## src/rtl/el2_dec_ib_buf.sv

```systemverilog
// rtl/el2_dec_ib_buf.sv - instruction buffer between aligner and decode
module el2_dec_ib_buf #(
  parameter int DEPTH = 2
) (
  input  logic                       clk,
  input  logic                       rst_l,
  input  logic                       aln_valid,
  input  logic [31:0]                aln_instr,
  input  logic [31:1]                aln_pc,
  input  logic                       aln_pc4,
  input  logic                       aln_icaf,
  input  logic                       aln_icaf_f1,
  input  logic                       aln_dbecc,
  input  logic [1:0]                 aln_icaf_type,
  output logic                       aln_ready,
  input  logic                       dec_ready,
  input  logic                       dbg_cmd_valid,
  input  logic                       flush,
  output logic                       ifu_i0_valid,
  output logic [31:0]                ifu_i0_instr,
  output logic [31:1]                ifu_i0_pc,
  output logic                       ifu_i0_pc4,
  output logic                       ifu_i0_icaf,
  output logic [1:0]                 ifu_i0_icaf_type,
  output logic                       ifu_i0_icaf_f1,
  output logic                       ifu_i0_dbecc,
  output logic [$clog2(DEPTH):0]     ib_count
);

  localparam int PW = $clog2(DEPTH);
  localparam int CW = PW + 1;
  localparam int DW = 69;

  logic [PW-1:0] wr_ptr_q, wr_ptr_d;
  logic [PW-1:0] rd_ptr_q, rd_ptr_d;
  logic [CW-1:0] count_q, count_d;
  logic [DW-1:0] mem_q [DEPTH];
  logic [DW-1:0] mem_d [DEPTH];
  logic [DW-1:0] wr_payload;
  logic [DW-1:0] head;
  logic          push;
  logic          pop;

  assign wr_payload = {aln_icaf_f1, aln_dbecc, aln_icaf, aln_icaf_type,
                       aln_pc, aln_pc4, aln_instr};

  // Ready and valid depend on the occupancy register only, so decode-side
  // inputs never reach aln_ready combinationally.
  assign aln_ready    = (count_q < CW'(DEPTH));
  assign ifu_i0_valid = (count_q != '0);
  assign ib_count     = count_q;

  assign push = aln_valid & aln_ready & ~flush;
  assign pop  = ifu_i0_valid & dec_ready & ~dbg_cmd_valid & ~flush;

  // Pointer and occupancy next-state; flush wipes everything and wins over push/pop.
  always_comb begin
    wr_ptr_d = wr_ptr_q;
    rd_ptr_d = rd_ptr_q;
    count_d  = count_q;
    if (flush) begin
      wr_ptr_d = '0;
      rd_ptr_d = '0;
      count_d  = '0;
    end else begin
      if (push) wr_ptr_d = wr_ptr_q + PW'(1);
      if (pop)  rd_ptr_d = rd_ptr_q + PW'(1);
      case ({push, pop})
        2'b10:   count_d = count_q + CW'(1);
        2'b01:   count_d = count_q - CW'(1);
        default: count_d = count_q;
      endcase
    end
  end

  // Payload write at the write pointer on a push.
  always_comb begin
    mem_d = mem_q;
    if (push) mem_d[wr_ptr_q] = wr_payload;
  end

  // Control state, cleared asynchronously so entries vanish the moment reset asserts.
  always_ff @(posedge clk or negedge rst_l) begin
    if (!rst_l) begin
      wr_ptr_q <= '0;
      rd_ptr_q <= '0;
      count_q  <= '0;
    end else begin
      wr_ptr_q <= wr_ptr_d;
      rd_ptr_q <= rd_ptr_d;
      count_q  <= count_d;
    end
  end

  // Payload storage; contents are masked whenever the head is invalid.
  always_ff @(posedge clk) begin
    mem_q <= mem_d;
  end

  // Head entry, forced to zero while the buffer is empty.
  always_comb begin
    head = '0;
    if (ifu_i0_valid) head = mem_q[rd_ptr_q];
  end

  assign {ifu_i0_icaf_f1, ifu_i0_dbecc, ifu_i0_icaf, ifu_i0_icaf_type,
          ifu_i0_pc, ifu_i0_pc4, ifu_i0_instr} = head;

endmodule
```

## config.mk

```make
export PLATFORM = sky130hd
export DESIGN_NAME = el2_dec_ib_buf
export DESIGN_NICKNAME = d
export VERILOG_FILES = /design/src/rtl/el2_dec_ib_buf.sv
export SDC_FILE = /design/constraint.sdc
export NUM_CORES = 1
export LEC_CHECK = 0
export ABC_AREA = 1
export BUFFER_PORTS_ARGS = -buffer_cell sky130_fd_sc_hd__buf_2
export CELL_PAD_IN_SITES_DETAIL_PLACEMENT = 0
export CELL_PAD_IN_SITES_GLOBAL_PLACEMENT = 1
export CORE_ASPECT_RATIO = 1.4
export CORE_MARGIN = 5
export CORE_UTILIZATION = 41
export DETAILED_ROUTE_END_ITERATION = 12
export PLACE_DENSITY_LB_ADDON = 0.2
export SLEW_MARGIN = 20
export SYNTH_ARGS = -nofsm -noshare
export SYNTH_HDL_FRONTEND = slang
export SYNTH_SLANG_ARGS = --single-unit
```

## constraint.sdc

```tcl
create_clock -name clk -period 4.57 [get_ports clk]
set_input_delay 1.371 -clock clk [delete_from_list [all_inputs] [get_ports clk]]
set_output_delay 1.371 -clock clk [all_outputs]
set_load 0.05 [all_outputs]
```

After elaboration in Yosys (flattened, before gate mapping)
Index checks and enable logic that the tools add are counted.
{ "totals": {"memories": 0, "elab_cells": 42, "output_inout_bits": 73, "inputBits": 75, "rom_bits": 0, "regBits": 142, "mem_bits_rw": 0, "latch_bits": 0} }
{ "op_classes": {"n_eq_ne": 2, "n_lt_le_gt_ge": 4, "n_div": 0, "shift": 0, "n_reduce_logical": 5, "n_mux": 13, "addsub": 4, "bitwise": 9, "n_mul": 0} }
{ "ops": {"columns": ["cell", "n"], "rows": [
  ["$mux W69", 5],
  ["$bwmux W138", 1],
  ["$demux W69 S1", 1],
  ["$reduce_bool A2 Y1", 3],
  ["$and A1 B1 Y1", 5],
  ["$ge A2 B2 Y1 const B", 2],
  ["$mux W1", 4],
  ["$not A1 Y2", 2],
  ["$pmux W2 S2", 1],
  ["$reduce_bool A3 Y1", 1],
  ["$add A1 B1 Y1 const B", 2],
  ["$add A2 B1 Y2 const B", 1],
  ["$eq A2 B1 Y1 const B", 1],
  ["$eq A2 B2 Y1 const B", 1],
  ["$lt A2 B1 Y1 const B", 1],
  ["$lt A2 B2 Y1 const B", 1],
  ["$mux W2", 1],
  ["$not A1 Y1", 2],
  ["$sub A2 B1 Y2 const B", 1],
  ["$logic_and A1 B1 Y1", 1]
]} }

Longest topological paths before layout
{ "depth": {"word_depth": 7, "ltp_mapped": 8, "ltp_nobuf": 8} }

Worst setup path before layout
No wires, ideal clock.
{ "synth_path": {"path_type": "input to register", "from": "input flush", "to": "register mem_q[100] in the netlist's numbering (enable)", "setup_ns": 0.498, "t_arrival_ns": 4.529, "required_ns": 4.072, "path_stages": 3, "path_slack_ns": -0.457, "n_path_buf": 0, "cell_sequence": "inv_1 > nand3_1 > nor2_1"} }
{ "synth_via": {"elab_chain_len": 2} }
{ "synth_lines": {"columns": ["element", "line_no", "rtl"], "rows": [
  ["start, declared", "18", "input logic flush,"],
  ["$not A1 Y1", "53", "assign push = aln_valid & aln_ready & ~flush;"],
  ["$and A1 B1 Y1", "53", null],
  ["end signal, assigned", "97", "mem_q <= mem_d;"],
  ["end, declared", "37", "logic [DW-1:0] mem_q [DEPTH];"]
]} }
Every way passes these cells.
A chain may end at the register's enable or synchronous reset.

Worst setup path after layout
{ "layout_path": {"from": "register rd_ptr_q", "to": "output ifu_i0_instr[11]"} }
{ "layout_via": {"elab_chain_len": 5} }
{ "layout_lines": {"columns": ["element", "line_no", "rtl"], "rows": [
  ["start, declared", "35", "logic [PW-1:0] rd_ptr_q, rd_ptr_d;"],
  ["start signal, assigned", "90", "rd_ptr_q <= rd_ptr_d;"],
  ["$not A1 Y2 (not written as such)", "103", "if (ifu_i0_valid) head = mem_q[rd_ptr_q];"],
  ["$mux W69 (not written as such) (3 in a row)", "103", null],
  ["$mux W69", "103", null],
  ["end, declared", "20", "output logic [31:0] ifu_i0_instr,"]
]} }
Every way passes these cells. The select of a mux whose other input is x is not followed.

==> flow_summary.ini <==
[clock_tree]
cts_resized = 0
holdBufCountCts = 0
root_buffer = clkbuf_16
clk_latency_ns = 0.40
cts_made_buffers = 17
cts.sinks = 142
post_cts_buffers = 0
clkTransAtPathRegs_ns = 0.06
cts_tree = yes
cts-htree-levels = 4
cts_buffer_depth = 2

[sta]
slew_violations = 0
worst_pin_slew_ns = 0.785
maxSlewHeadroom_pct = 47.6
period_needed_ns = 3.61
hold_viol = 0
max_freq_mhz = 277
fin_skew_ns = 0.00674
final.period_utilization_pct = 79.0
fin_ws_ns = 0.960
holdWs_ns = 0.641
rsz0062_at_grt = false
setup_viol = 0

[pwr]
ir_drop_uv = 264
p_per_area_nw_per_um2 = 609
p_leak_uw = 0.00278
power_uw = 4180

[placed_design]
place_hpwl_mm = 7.97
dp_slack_ns = 1.35
portBuffers = 147
gp_congestion = 0.796

[critical_path]
r2r_cells = 4
cp.required_ns = 3.20
path_max_fanout = 45
crit_type = flop to primary output
crit_path_start_kind = flop
crit_arrival_ns = 2.24
end_kind = primary output

[global_routing]
overflow = 0
antenna_found_initial = 1
grt_pass1_wl_mm = 19.0
grt_pass1_vias = 3771
grt_max_degree = 46
track_usage_pct = 15.8

[synthesis]
yosysSeqAreaShare_pct = 79.0
syn_inst = 409
synth_cell_types = 14
yosys.area.top_type = edfxtp_1
synth_area_leaders = edfxtp_1 (77%), nand2_1 (10%), a21oi_1 (6.5%)
synth_seq_cells = 142
synth_top_area_share_pct = 77.1
syn_area_per_cell_sq_um = 13.1
syn_area_sq_um = 5370
synth_nets = 484
ys.warnings.count = 0

[drt]
vias = 3564
wl_per_cell_um = 16.6
drtPass1Iterations = 4
drt-initial-drc-count = 141
drc = 0
via_per_inst = 4.91
finalWirelength_mm = 12.0
antenna_left = 0

[final_layout]
num_antenna_cells = 0
fillCellCount = 1135
nets = 637
drive_above_1_share_pct = 32.6
syn_to_final_growth_pct = 27.7

[floorplan]
io_pins = 148
rows = 49
initial_core_util_pct = 41.7
die-height_um = 145
die_w_um = 107
dieArea_sq_um = 15500
core_sq_um = 12900

[hold_path]
hp-class = flop to flop
hold_depth = 2

[run]
drv_cap = 0

[outcome]
status = finished clean
==> cell usage after synthesis <==
| cell type | count |
|---|---|
| clkbuf_1 | 4 |
| buf_2 | 13 |
| a21oi_1 | 70 |
| dfrtp_1 | 4 |
| inv_2 | 1 |
| edfxtp_1 | 138 |
| nor2_1 | 6 |
| nand3_1 | 7 |
| o21bai_1 | 1 |
| nor2_4 | 1 |
| buf_1 | 5 |
| inv_1 | 7 |
| nor3_1 | 2 |
| nand2_1 | 150 |
==> path summary, 6_finish.rpt <==
check	slack [ns]	to	startpoint
setup reg to reg	2.51	mem_q[96]	ib_count[1]
hold / removal	0.64	wr_ptr_q	wr_ptr_q
min in group asynchronous	0.77	rd_ptr_q	rst_l
setup / recovery	0.96	ifu_i0_instr[11]	rd_ptr_q
hold reg to reg	0.64	wr_ptr_q	wr_ptr_q
max in group asynchronous	3.66	rd_ptr_q	rst_l
==> layout by cell type (no fill, tap or decap), drive strengths merged <==
master    instances
a21oi            70
edfxtp          138
clkinvlp          3
clkinv            7
clkbuf           17
buf             156
bufinv            2
o21bai            1
dfrtp             4
nor2              7
nand3             7
nand2           150
inv               9
nor3              2
==> state kept, by name, summed over array words and instances, names as in the netlist <==
register and flops:
wr_ptr_q 1, ib_count 2, rd_ptr_q 1, mem_q 138
==> cells by family after synthesis <==
| group | count (synthesis) | share of synthesized area [%] |
|---|---|---|
| buf+inv | 30 | 2.40 |
| compound gates | 71 | 6.66 |
| simple gates | 166 | 11.9 |
| flops | 142 | 79.0 |
==> stage by stage <==
step / TNS, ns / instance area (sq um) / utilization, % / std cells
after detailed placement: 0 / 6310 / 49.0 / 696
after CTS: 0 / 6860 / 53.3 / 726
after floorplan: -61.88 / 5370 / - / 409
after global routing: 0 / 6860 / 53.3 / 726
after global placement: 0 / 6310 / 49.0 / 696
final: 0 / 6860 / 53.3 / 726
==> report_power, final <==
group | switching [uW] | internal [uW]
sequential | 38.9 | 1540
clock | 483 | 788
combinational | 1070 | 261
==> final cells by class <==
class                           instances  area [sq um]  area share, %
Clock buffer                           17           425           6.20
Tap cell                              153           191           2.79
Clock inverter                         13           125           1.82
Sequential cell                       142          4250           61.9
Inverter                                8          30.0          0.438
Timing Repair Buffer                  156           828           12.1
Multi-Input combinational cell        237          1010           14.8
==> metal layers <==
layer | global-route usage (%) | share of wire [%]
met1 | 16.3 | 38
met2 | 30.0 | 56
met3 | 4.84 | 5.5
met4 | 5.12 | 0.62
met5 | 0 | 0.058
==> worst max-delay path, cell delays in order, from the launching register on <==
cell	delay [ns]
dfrtp_2	0.67
buf_4	0.52
nand2_1	0.11
a21oi_1	0.21
buf_2	0.30
Power figures use the tool's default switching activity.
